==> src/rtl/ysyx_220053_mdu_pkg.sv <==
// Shared encodings, FSM state type and op-decode helpers for the RV64M sequencer.
package ysyx_220053_mdu_pkg;

  localparam logic [2:0] MDU_MUL   = 3'b000;
  localparam logic [2:0] MDU_MULHU = 3'b001;
  localparam logic [2:0] MDU_DIVU  = 3'b100;
  localparam logic [2:0] MDU_REMU  = 3'b101;
  localparam logic [2:0] MDU_DIV   = 3'b110;
  localparam logic [2:0] MDU_REM   = 3'b111;

  typedef enum logic [1:0] {
    IDLE = 2'd0,
    CALC = 2'd1,
    DONE = 2'd2
  } mdu_state_e;

  // bit_in: multiplier LSB (add enable) for MUL, next dividend bit for DIV
  typedef struct packed {
    logic is_div;
    logic bit_in;
  } mdu_mode_t;

  function automatic logic is_div(input logic [2:0] op);
    return op[2];
  endfunction

  function automatic logic is_signed(input logic [2:0] op);
    return op[2] & op[1];
  endfunction

  function automatic logic want_hi_or_rem(input logic [2:0] op);
    return op[0];
  endfunction

endpackage

==> src/rtl/ysyx_220053_mdu_step.sv <==
// One combinational multiply/divide iteration around the single shared XLEN+1 adder/subtractor.
module ysyx_220053_mdu_step
  import ysyx_220053_mdu_pkg::*;
#(
  parameter int unsigned XLEN = 64
) (
  input  logic [XLEN-1:0] acc,
  input  logic [XLEN-1:0] operand,
  input  mdu_mode_t       mode,
  output logic [XLEN-1:0] acc_nxt,
  output logic            q_bit
);

  localparam int unsigned AW = XLEN + 1;

  logic [AW-1:0] add_a;
  logic [AW-1:0] add_b;
  logic [AW:0]   sum;

  // Divide: a - b via a + ~b + 1, carry-out set means the trial subtract fits.
  always_comb begin
    if (mode.is_div) begin
      add_a = {acc, mode.bit_in};
      add_b = ~{1'b0, operand};
    end else begin
      add_a = {1'b0, acc};
      add_b = mode.bit_in ? {1'b0, operand} : '0;
    end
    sum = {1'b0, add_a} + {1'b0, add_b} + (AW + 1)'(mode.is_div);
    if (mode.is_div) begin
      q_bit   = sum[AW];
      acc_nxt = sum[AW] ? sum[XLEN-1:0] : add_a[XLEN-1:0];
    end else begin
      q_bit   = sum[0];
      acc_nxt = sum[AW-1:1];
    end
  end

endmodule

==> src/rtl/ysyx_220053_muldiv_seq.sv <==
// Iterative RV64M multiply/divide sequencer, one bit per cycle with valid/ready result handshake.
// Optional YSYX_220053_MDU_EARLY_OUT_EN: zero operands / zero divisor skip the CALC phase.
module ysyx_220053_muldiv_seq
  import ysyx_220053_mdu_pkg::*;
#(
  parameter int unsigned XLEN  = 64,
  parameter int unsigned CNT_W = 7
) (
  input  logic            clk,
  input  logic            rst,
  input  logic            flush,
  input  logic            in_valid,
  output logic            in_ready,
  input  logic [2:0]      op,
  input  logic [XLEN-1:0] src1,
  input  logic [XLEN-1:0] src2,
  output logic            out_valid,
  input  logic            out_ready,
  output logic [XLEN-1:0] result,
  output logic            busy
);

  localparam logic [CNT_W-1:0] LAST = CNT_W'(XLEN - 1);

  mdu_state_e      state_q, state_d;
  logic [CNT_W-1:0] cnt_q, cnt_d;
  logic [2:0]      op_q, op_d;
  logic [XLEN-1:0] acc_q, acc_d;
  logic [XLEN-1:0] lo_q, lo_d;
  logic [XLEN-1:0] opnd_q, opnd_d;
  logic [XLEN-1:0] result_q, result_d;
  logic            neg_quo_q, neg_quo_d;
  logic            neg_rem_q, neg_rem_d;
  logic            in_ready_q, in_ready_d;
  logic            out_valid_q, out_valid_d;
  logic            busy_q, busy_d;

  mdu_mode_t       mode;
  logic [XLEN-1:0] acc_nxt;
  logic [XLEN-1:0] lo_nxt;
  logic [XLEN-1:0] fin;
  logic            q_bit;
  logic            src1_neg, src2_neg;
  logic [XLEN-1:0] src1_mag, src2_mag;

  // Operand magnitudes for signed divide, and the step's per-cycle mode.
  always_comb begin
    src1_neg    = is_signed(op) & src1[XLEN-1];
    src2_neg    = is_signed(op) & src2[XLEN-1];
    src1_mag    = src1_neg ? (~src1 + XLEN'(1)) : src1;
    src2_mag    = src2_neg ? (~src2 + XLEN'(1)) : src2;
    mode.is_div = is_div(op_q);
    mode.bit_in = is_div(op_q) ? lo_q[XLEN-1] : lo_q[0];
  end

  ysyx_220053_mdu_step #(.XLEN(XLEN)) u_step (
    .acc     (acc_q),
    .operand (opnd_q),
    .mode    (mode),
    .acc_nxt (acc_nxt),
    .q_bit   (q_bit)
  );

  // MUL shifts the product right into lo; DIV shifts dividend out / quotient in on the left.
  always_comb begin
    lo_nxt = is_div(op_q) ? {lo_q[XLEN-2:0], q_bit} : {q_bit, lo_q[XLEN-1:1]};
    if (!is_div(op_q)) begin
      fin = want_hi_or_rem(op_q) ? acc_nxt : lo_nxt;
    end else if (want_hi_or_rem(op_q)) begin
      fin = (is_signed(op_q) && neg_rem_q) ? (~acc_nxt + XLEN'(1)) : acc_nxt;
    end else begin
      fin = (is_signed(op_q) && neg_quo_q) ? (~lo_nxt + XLEN'(1)) : lo_nxt;
    end
  end

`ifdef YSYX_220053_MDU_EARLY_OUT_EN
  logic            early;
  logic [XLEN-1:0] early_val;

  always_comb begin
    early = (src1 == '0) || (src2 == '0);
    if (is_div(op) && (src2 == '0)) begin
      early_val = want_hi_or_rem(op) ? src1 : '1;
    end else begin
      early_val = '0;
    end
  end
`endif

  always_comb begin
    state_d   = state_q;
    cnt_d     = cnt_q;
    op_d      = op_q;
    acc_d     = acc_q;
    lo_d      = lo_q;
    opnd_d    = opnd_q;
    neg_quo_d = neg_quo_q;
    neg_rem_d = neg_rem_q;
    result_d  = result_q;

    if (flush) begin
      state_d = IDLE;
    end else begin
      unique case (state_q)
        IDLE: begin
          if (in_valid) begin
            state_d   = CALC;
            cnt_d     = '0;
            op_d      = op;
            acc_d     = '0;
            lo_d      = is_div(op) ? src1_mag : src2;
            opnd_d    = is_div(op) ? src2_mag : src1;
            // A zero divisor keeps the all-ones quotient unsigned-looking.
            neg_quo_d = (src1_neg ^ src2_neg) & (src2 != '0);
            neg_rem_d = src1_neg;
`ifdef YSYX_220053_MDU_EARLY_OUT_EN
            if (early) begin
              state_d  = DONE;
              result_d = early_val;
            end
`endif
          end
        end
        CALC: begin
          acc_d = acc_nxt;
          lo_d  = lo_nxt;
          cnt_d = cnt_q + CNT_W'(1);
          if (cnt_q == LAST) begin
            state_d  = DONE;
            result_d = fin;
          end
        end
        DONE: begin
          if (out_ready) begin
            state_d = IDLE;
          end
        end
        default: state_d = IDLE;
      endcase
    end

    in_ready_d  = (state_d == IDLE);
    out_valid_d = (state_d == DONE);
    busy_d      = (state_d != IDLE);
  end

  always_ff @(posedge clk) begin
    if (rst) begin
      state_q     <= IDLE;
      cnt_q       <= '0;
      op_q        <= MDU_MUL;
      acc_q       <= '0;
      lo_q        <= '0;
      opnd_q      <= '0;
      neg_quo_q   <= 1'b0;
      neg_rem_q   <= 1'b0;
      result_q    <= '0;
      in_ready_q  <= 1'b1;
      out_valid_q <= 1'b0;
      busy_q      <= 1'b0;
    end else begin
      state_q     <= state_d;
      cnt_q       <= cnt_d;
      op_q        <= op_d;
      acc_q       <= acc_d;
      lo_q        <= lo_d;
      opnd_q      <= opnd_d;
      neg_quo_q   <= neg_quo_d;
      neg_rem_q   <= neg_rem_d;
      result_q    <= result_d;
      in_ready_q  <= in_ready_d;
      out_valid_q <= out_valid_d;
      busy_q      <= busy_d;
    end
  end

  assign in_ready  = in_ready_q;
  assign out_valid = out_valid_q;
  assign result    = result_q;
  assign busy      = busy_q;

endmodule
==> config.mk <==
export PLATFORM = sky130hd
export DESIGN_NAME = ysyx_220053_muldiv_seq
export DESIGN_NICKNAME = d
export VERILOG_FILES = /design/src/rtl/ysyx_220053_mdu_pkg.sv /design/src/rtl/ysyx_220053_mdu_step.sv /design/src/rtl/ysyx_220053_muldiv_seq.sv
export SDC_FILE = /design/constraint.sdc
export NUM_CORES = 1
export LEC_CHECK = 0
export ABC_AREA = 1
export ABC_CLOCK_PERIOD_IN_PS = 7400
export CAP_MARGIN = 25
export CORE_MARGIN = 2
export CORE_UTILIZATION = 25
export CTS_CLUSTER_SIZE = 8
export DETAILED_ROUTE_END_ITERATION = 8
export PLACE_DENSITY = 0.41
export SETUP_SLACK_MARGIN = 0.3
export SYNTH_ARGS = -nofsm -noshare
export SYNTH_HDL_FRONTEND = slang
export SYNTH_SLANG_ARGS = --single-unit
==> constraint.sdc <==
create_clock -name clk -period 7.4 [get_ports clk]
set_clock_uncertainty 0.15 [all_clocks]
set_input_delay 1.48 -clock clk [delete_from_list [all_inputs] [get_ports clk]]
set_output_delay 1.48 -clock clk [all_outputs]
set_load 0.03 [all_outputs]
# Yosys cells after proc, flatten, opt, wreduce, memory -nomap -nowiden
# Index checks and enable logic that the tools add are counted.
dict set report totals {
  ff_bits 273
  in_bits 136
  out_inout_bits 67
  elab_cells 74
}
dict set report classes {
  add_sub_neg 7
  eq_ne 5
  n_mux 28
  bitwise_logic 12
  reduce_logical 10
}
# cell count
set ops {}
lappend ops {{$mux W64} 15}
lappend ops {{$add A64 B1 Y64 const B} 4}
lappend ops {{$not A64 Y64} 4}
lappend ops {{$pmux W64 S2} 2}
lappend ops {{$mux W65} 2}
lappend ops {{$add A65 B65 Y66} 1}
lappend ops {{$add A66 B1 Y66} 1}
lappend ops {{$not A64 Y65} 1}
lappend ops {{$reduce_bool A64 Y1} 1}
lappend ops {{$pmux W7 S2} 1}
lappend ops {{$reduce_and A3 Y1} 3}
lappend ops {{$mux W2} 4}
lappend ops {{$add A7 B1 Y7 const B} 1}
lappend ops {{$eq A7 B6 Y1 const B} 1}
lappend ops {{$mux W7} 1}
lappend ops {{$pmux W2 S3} 1}
lappend ops {{$and A1 B1 Y1} 5}
lappend ops {{$eq A2 B2 Y1 const B} 2}
lappend ops {{$logic_not A2 Y1} 2}
lappend ops {{$reduce_bool A2 Y1} 2}
lappend ops {{$eq A2 B1 Y1 const B} 1}
lappend ops {{$logic_and A1 B1 Y1} 2}
lappend ops {{$mux W1} 2}
lappend ops {{$ne A2 B2 Y1 const B} 1}
lappend ops {{2 further kinds} 2}

# Longest topological paths before layout
dict set report logic_depth {
  word_depth 12
  mapped_depth 46
  mapped_depth_nobuf 38
}

# Hierarchy
# Synthesis repeated with hierarchy kept, for this count alone.
dict set report hier_totals {
  cells_unflattened 5912
  area_unflattened_um2 30892.1
}
# module n_inst cells_per_inst area_each_um2 seq_area_each_um2
set by_module_without_submodules {}
lappend by_module_without_submodules {ysyx_220053_muldiv_seq 1 3943 21818.4 5465.2}
lappend by_module_without_submodules {ysyx_220053_mdu_step 1 1969 9073.7 0.0}

# Least setup slack after synthesis
# OpenSTA, ideal clock, no wires.
dict set report synth_path {
  path_type {reg-to-reg}
  startpoint {register op_q[2]}
  endpoint {register result_q[44] (netlist: result[44])}
  setup_time_ns 0.070
  arrival_ns 5.707
  t_required_ns 7.180
  setup_slack_ns 1.473
  stages_incl_launch_ff 45
  path_buffers 9
  period_less_slack_ns 5.927
  cell_sequence {dfxtp_1 -> buf_6 -> buf_6 -> buf_2 -> clkbuf_1 -> buf_2 -> buf_2 -> clkbuf_1 -> clkbuf_1 -> buf_1 -> nand2_1 -> o21ai_0 -> ha_1 -> nand2_2 -> inv_1 -> nand2_1 -> nand2_1 -> nand2_1 -> [9 not listed] -> inv_1 -> ha_1 -> nand3_1 -> nor2_1 -> nand2_1 -> nor3_2 -> nand2_1 -> nor2_2 -> nand3_1 -> nor4_4 -> nand2_1 -> nand2_1 -> nand3_1 -> o211ai_1 -> inv_1 -> nand2_1 -> nand3_1 -> a21oi_1}
}
dict set report synth_between {
  elab_chain_cells 12
  elab_cells_between_ends 22
  classes_between {4 x add/sub; 13 x mux; 3 x bitwise; 2 x reduce/logical}
}
# item line_no
set synth_lines {}
lappend synth_lines {{start: declaration} ysyx_220053_muldiv_seq.sv:27} ;# logic [2:0] op_q, op_d;
lappend synth_lines {{start signal: assignment} ysyx_220053_muldiv_seq.sv:164} ;# op_q <= op_d;
lappend synth_lines {{$mux W1} ysyx_220053_muldiv_seq.sv:53} ;# mode.bit_in = is_div(op_q) ? lo_q[XLEN-1] : lo_q[0];
lappend synth_lines {{$mux W64} ysyx_220053_mdu_step.sv:27} ;# add_b = mode.bit_in ? {1'b0, operand} : '0;
lappend synth_lines {{$mux W65} ysyx_220053_mdu_step.sv:22} ;# if (mode.is_div) begin
lappend synth_lines {{$add A65 B65 Y66} ysyx_220053_mdu_step.sv:29} ;# sum = {1'b0, add_a} + {1'b0, add_b} + (AW + 1)'(mode.is_div);
lappend synth_lines {{$add A66 B1 Y66} ysyx_220053_mdu_step.sv:29}
lappend synth_lines {{$mux W1 or $mux W64 (tied branches)} {ysyx_220053_mdu_step.sv:30, ysyx_220053_mdu_step.sv:32}}
lappend synth_lines {{$mux W64 (on tied branches)} {ysyx_220053_muldiv_seq.sv:66, ysyx_220053_mdu_step.sv:30}}
lappend synth_lines {{$not A64 Y64 (on tied branches)} {ysyx_220053_muldiv_seq.sv:72, ysyx_220053_muldiv_seq.sv:70}}
lappend synth_lines {{$add A64 B1 Y64 (on tied branches)} {ysyx_220053_muldiv_seq.sv:72, ysyx_220053_muldiv_seq.sv:70}}
lappend synth_lines {{$mux W64 (on tied branches)} {ysyx_220053_muldiv_seq.sv:72, ysyx_220053_muldiv_seq.sv:70}}
lappend synth_lines {{$mux W64} ysyx_220053_muldiv_seq.sv:69} ;# end else if (want_hi_or_rem(op_q)) begin
lappend synth_lines {{$mux W64 *} ysyx_220053_muldiv_seq.sv:67} ;# if (!is_div(op_q)) begin
lappend synth_lines {{end signal: assignment} ysyx_220053_muldiv_seq.sv:170} ;# result_q <= result_d;
lappend synth_lines {{end: declaration} ysyx_220053_muldiv_seq.sv:31} ;# logic [XLEN-1:0] result_q, result_d;
# Mark *: on every way between the ends. The rest lies on a longest branch, timed or not.
# A chain may end at the register's enable or synchronous reset.

# Worst setup path after layout
dict set report layout_path {
  startpoint {register op_q[2]}
  endpoint {register result_q[63] (netlist: result[63])}
}
# Same word-level chain as after synthesis.

==> metrics.md <==
| Metric | Value |
|---|---|
| Outcome | `finished clean` |
| Largest net degree at the start of global routing | `175` |
| Gpl congestion | `0.992` |
| Share of layout cells above drive strength 1 | `4.95%` |
| Final setup viols | `0` |
| Worst slew pin tran | `1140 ps` |
| # placed instances | `6976` |
| Final hold vios | `0` |
| Initial antenna violation count | `6` |
| HP Start | `result[1]$_SDFFE_PP0P_` |
| Htree depth | `2` |
| DRT met1 WL | `77.2 mm` |
| Mapped Avg Cell Area | `5.40 um^2` |
| RR Endpoint | `result[63]$_SDFFE_PP0P_` |
| Detailed-route via count | `36600` |
| Ys flop type | `dfxtp_1` |
| Fin nets | `5704` |
| Core Rows | `125` |
| Max cap viols | `0` |
| Die height | `346 um` |
| Die X-Extent | `346 um` |
| DR WL/cell | `25.1 um` |
| Crit-path most repeated cell | `nand2_1` |
| Core Area | `0.116 mm^2` |
| Post-synth EDFFs | `0` |
| Relative slew slack | `23.2%` |
| Crit path launch type | `flip-flop` |
| Period minus WS final | `6450 ps` |
| Crit end category | `flip-flop` |
| Critical path's largest stage delay | `500 ps` |
| First-pass GRT wire length | `249 mm` |
| Worst reg-to-reg setup slack | `950 ps` |
| Worst-path clk slew | `50 ps` |
| Number of setup buffers added after CTS | `0` |
| Critical-path top delay cell | `buf_12` |
| Hold endpoint | `result[1]$_SDFFE_PP0P_` |
| WL met3 | `11.8 mm` |
| CTS tree | `built` |
| Clk_lat worst skew | `620 ps` |
| GR Overflow Total | `0` |
| DPL Wire Length | `143 mm` |
| Critical path class | `flip-flop to flip-flop` |
| CTS Root Cell | `clkbuf_16` |
| Worst Reg-to-Reg Cells | `31` |
| Hold Path Cell Cnt | `2` |
| RSZ-0062 raised after global routing | `false` |
| Max Buffers Root-to-Sink | `3` |
| Critical Path RT | `7730 ps` |
| Ys async rst share | `0%` |
| # fillers | `13300` |
| Worst-path maximum fanout | `169` |
| Fmax | `155 MHz` |
| Synth warn | `0` |
| Routed wl met2 | `79.6 mm` |
| Lkg Pwr | `15.3 nW` |
| Setup TNS | `0 ps` |
| Area growth, synth to finish | `16.4%` |
| Post-Syn Area | `0.0293 mm^2` |
| Top layer in use | `met5` |
| PD cells | `151 mW/mm^2` |
| Unique masters post-synth | `64` |
| Launching point of the worst reg2reg path | `op_q[2]$_SDFFE_PP0P_` |
| Remaining DRCs | `0` |
| Tcrit/Tclk final | `87.2%` |
| Starting DRT DRC Count | `4047` |
| Tot GR Track Use | `28.4%` |
| DR pass1 iterations | `8` |
| Initial Util | `25.2%` |
| Register area share after synthesis | `18.7%` |
| Num CTS Buffers | `43` |
| Hold Buf Count CTS | `0` |
| CTS resizes | `0` |
| Via-per-instance ratio | `5.20` |
| Syn Nets | `5623` |
| Non-filler cells, final | `7039` |
| Drt total wl | `177 mm` |
| Post-route ant nets | `0` |
| I/O Buffers | `202` |
| Vias in the first global route | `33700` |
| Full die area | `0.120 mm^2` |
| TritonCTS Sinks | `273` |
| Number of synthesized register bits | `273` |
| Syn Inst Count | `5416` |
| Slew Limit Fails | `0` |
| Critical path arrival | `6780 ps` |
| Min-delay worst type | `flip-flop to flip-flop` |
| IO Count | `203` |
| Maximum vdd drop | `0.144 mV` |
[worst max-delay path: cells and delay by family, from the launching register on]
family | cells | cell delay, ps
simple gates | 22 | 3290
buf+inv | 4 | 980
flops | 1 | 380
fa+ha+maj | 2 | 750
compound gates | 3 | 540
[layout make-up]
| type | count | area (um^2) | share of cell area, % |
|---|---|---|---|
| diodes | 2 | 5.00 | 0.0147 |
| inverters | 666 | 2500 | 7.35 |
| well taps | 1524 | 1910 | 5.60 |
| clock inverters | 6 | 36.3 | 0.107 |
| clock buffers | 55 | 1160 | 3.41 |
| multi-input cells | 4237 | 20300 | 59.7 |
| flip-flops and latches | 273 | 5470 | 16.1 |
| repair buffers | 276 | 2640 | 7.74 |
[sequential cells by signal, summed over array words and instances, names as in the netlist]
signal,count
opnd_q,64
cnt_q,7
acc_q,64
neg_rem_q,1
neg_quo_q,1
busy,1
in_ready,1
out_valid,1
state_q,2
lo_q,64
op_q,3
result,64
[layer usage]
metal | track usage [%] | up-vias
met1 | 38.1 | 17100
met5 | 0 | -
li1 | - | 17800
met3 | 3.38 | 225
met2 | 46.0 | 1490
met4 | 11.4 | 4
[logic make-up after synthesis]
family | count (synthesis) | synth area share [%]
adders and majority gates | 71 | 3.09
buffers and inverters | 906 | 12.1
and+or+nand+nor | 2942 | 41.9
DFF | 273 | 18.7
AOI/OAI and AO/OA | 1140 | 21.7
xor gates and xnor gates | 84 | 2.51
[report_power, final]
part	leakage, nW	switching [mW]	total, mW	internal (mW)
clock network	0.588	0.803	1.89	1.08
registers	2.22	0.0432	1.57	1.53
logic	12.5	1.24	1.70	0.457
total	15.3	2.09	5.15	3.07
[worst max-delay path by stage]
stage,startpoint,to,depth (start not counted),slack [ps]
after floorplan,op_q[2]$_SDFFE_PP0P_,result[44]$_SDFFE_PP0P_,44,1470
after global routing,op_q[2]$_SDFFE_PP0P_,result[52]$_SDFFE_PP0P_,36,650
after global placement,op_q[2]$_SDFFE_PP0P_,result[47]$_SDFFE_PP0P_,32,1150
after detailed placement,op_q[2]$_SDFFE_PP0P_,result[63]$_SDFFE_PP0P_,31,1230
final,op_q[2]$_SDFFE_PP0P_,result[63]$_SDFFE_PP0P_,31,950
after CTS,op_q[2]$_SDFFE_PP0P_,result[63]$_SDFFE_PP0P_,31,1190
[Yosys cell counts, types with 5 or more instances]
| cell type | n | area share [%] |
|---|---|---|
| a21oi_1 | 484 | 8.3 |
| a21oi_2 | 6 | 0.18 |
| a221oi_1 | 40 | 1.2 |
| a31oi_1 | 21 | 0.45 |
| a32o_1 | 9 | 0.31 |
| and2_1 | 9 | 0.19 |
| buf_1 | 21 | 0.27 |
| buf_2 | 30 | 0.51 |
| buf_6 | 7 | 0.27 |
| clkbuf_1 | 177 | 2.3 |
| clkinv_1 | 6 | 0.077 |
| dfxtp_1 | 273 | 19 |
| ha_1 | 69 | 2.9 |
| inv_1 | 648 | 8.3 |
| inv_2 | 11 | 0.14 |
| nand2_1 | 1758 | 23 |
| nand2_2 | 28 | 0.60 |
| nand3_1 | 306 | 5.2 |
| nand3_2 | 5 | 0.17 |
| nand3b_1 | 22 | 0.56 |
| nand4_1 | 63 | 1.3 |
| nor2_1 | 563 | 7.2 |
| nor2_2 | 25 | 0.53 |
| nor2_4 | 7 | 0.27 |
| nor3_1 | 71 | 1.2 |
| nor4_1 | 35 | 0.75 |
| o211ai_1 | 29 | 0.74 |
| o21a_1 | 18 | 0.46 |
| o21ai_0 | 390 | 6.7 |
| o21ai_1 | 30 | 0.51 |
| o21bai_1 | 6 | 0.15 |
| o221ai_1 | 30 | 0.90 |
| o22ai_1 | 51 | 1.1 |
| o31ai_1 | 9 | 0.23 |
| or2_2 | 33 | 0.71 |
| xnor2_1 | 34 | 1.0 |
| xor2_1 | 50 | 1.5 |
[per-stage QoR]
step	setup slack (ps)	power (mW)	hold slack [ps]	area [um^2]	utilization (%)
floorplan	1470	2.50	289	29300	-
global placement	1150	3.26	307	32800	28.2
detailed placement	1230	3.25	307	32900	28.3
CTS	1190	5.16	315	34100	29.3
global route	646	5.36	331	34100	29.3
finish	949	5.15	312	34100	29.3
[cells in the final DEF (no fill, tap or decap), drive strengths merged, types with 2 or more instances in the layout]
cell type      instances
nand2               1788
xor2                  50
and3                   3
nand3                311
nor4b                  2
xnor2                 34
clkinv                10
o22ai                 51
ha                    69
inv                  661
nor3                  75
nor3b                  3
a21oi                492
dfxtp                273
a31oi                 21
nor2                 595
nand3b                22
diode                  2
buf                   76
o31ai                  9
or2                   34
o221ai                30
a32o                   9
o21a                  18
clkbuf                55
clkdlybuf4s50        200
and2                   9
nor4                  36
o211ai                30
o21bai                 6
a21boi                 2
a221oi                40
fa                     2
nand4                 63
o21ai                423
a22oi                  2
(Power assumes the default switching activity.)
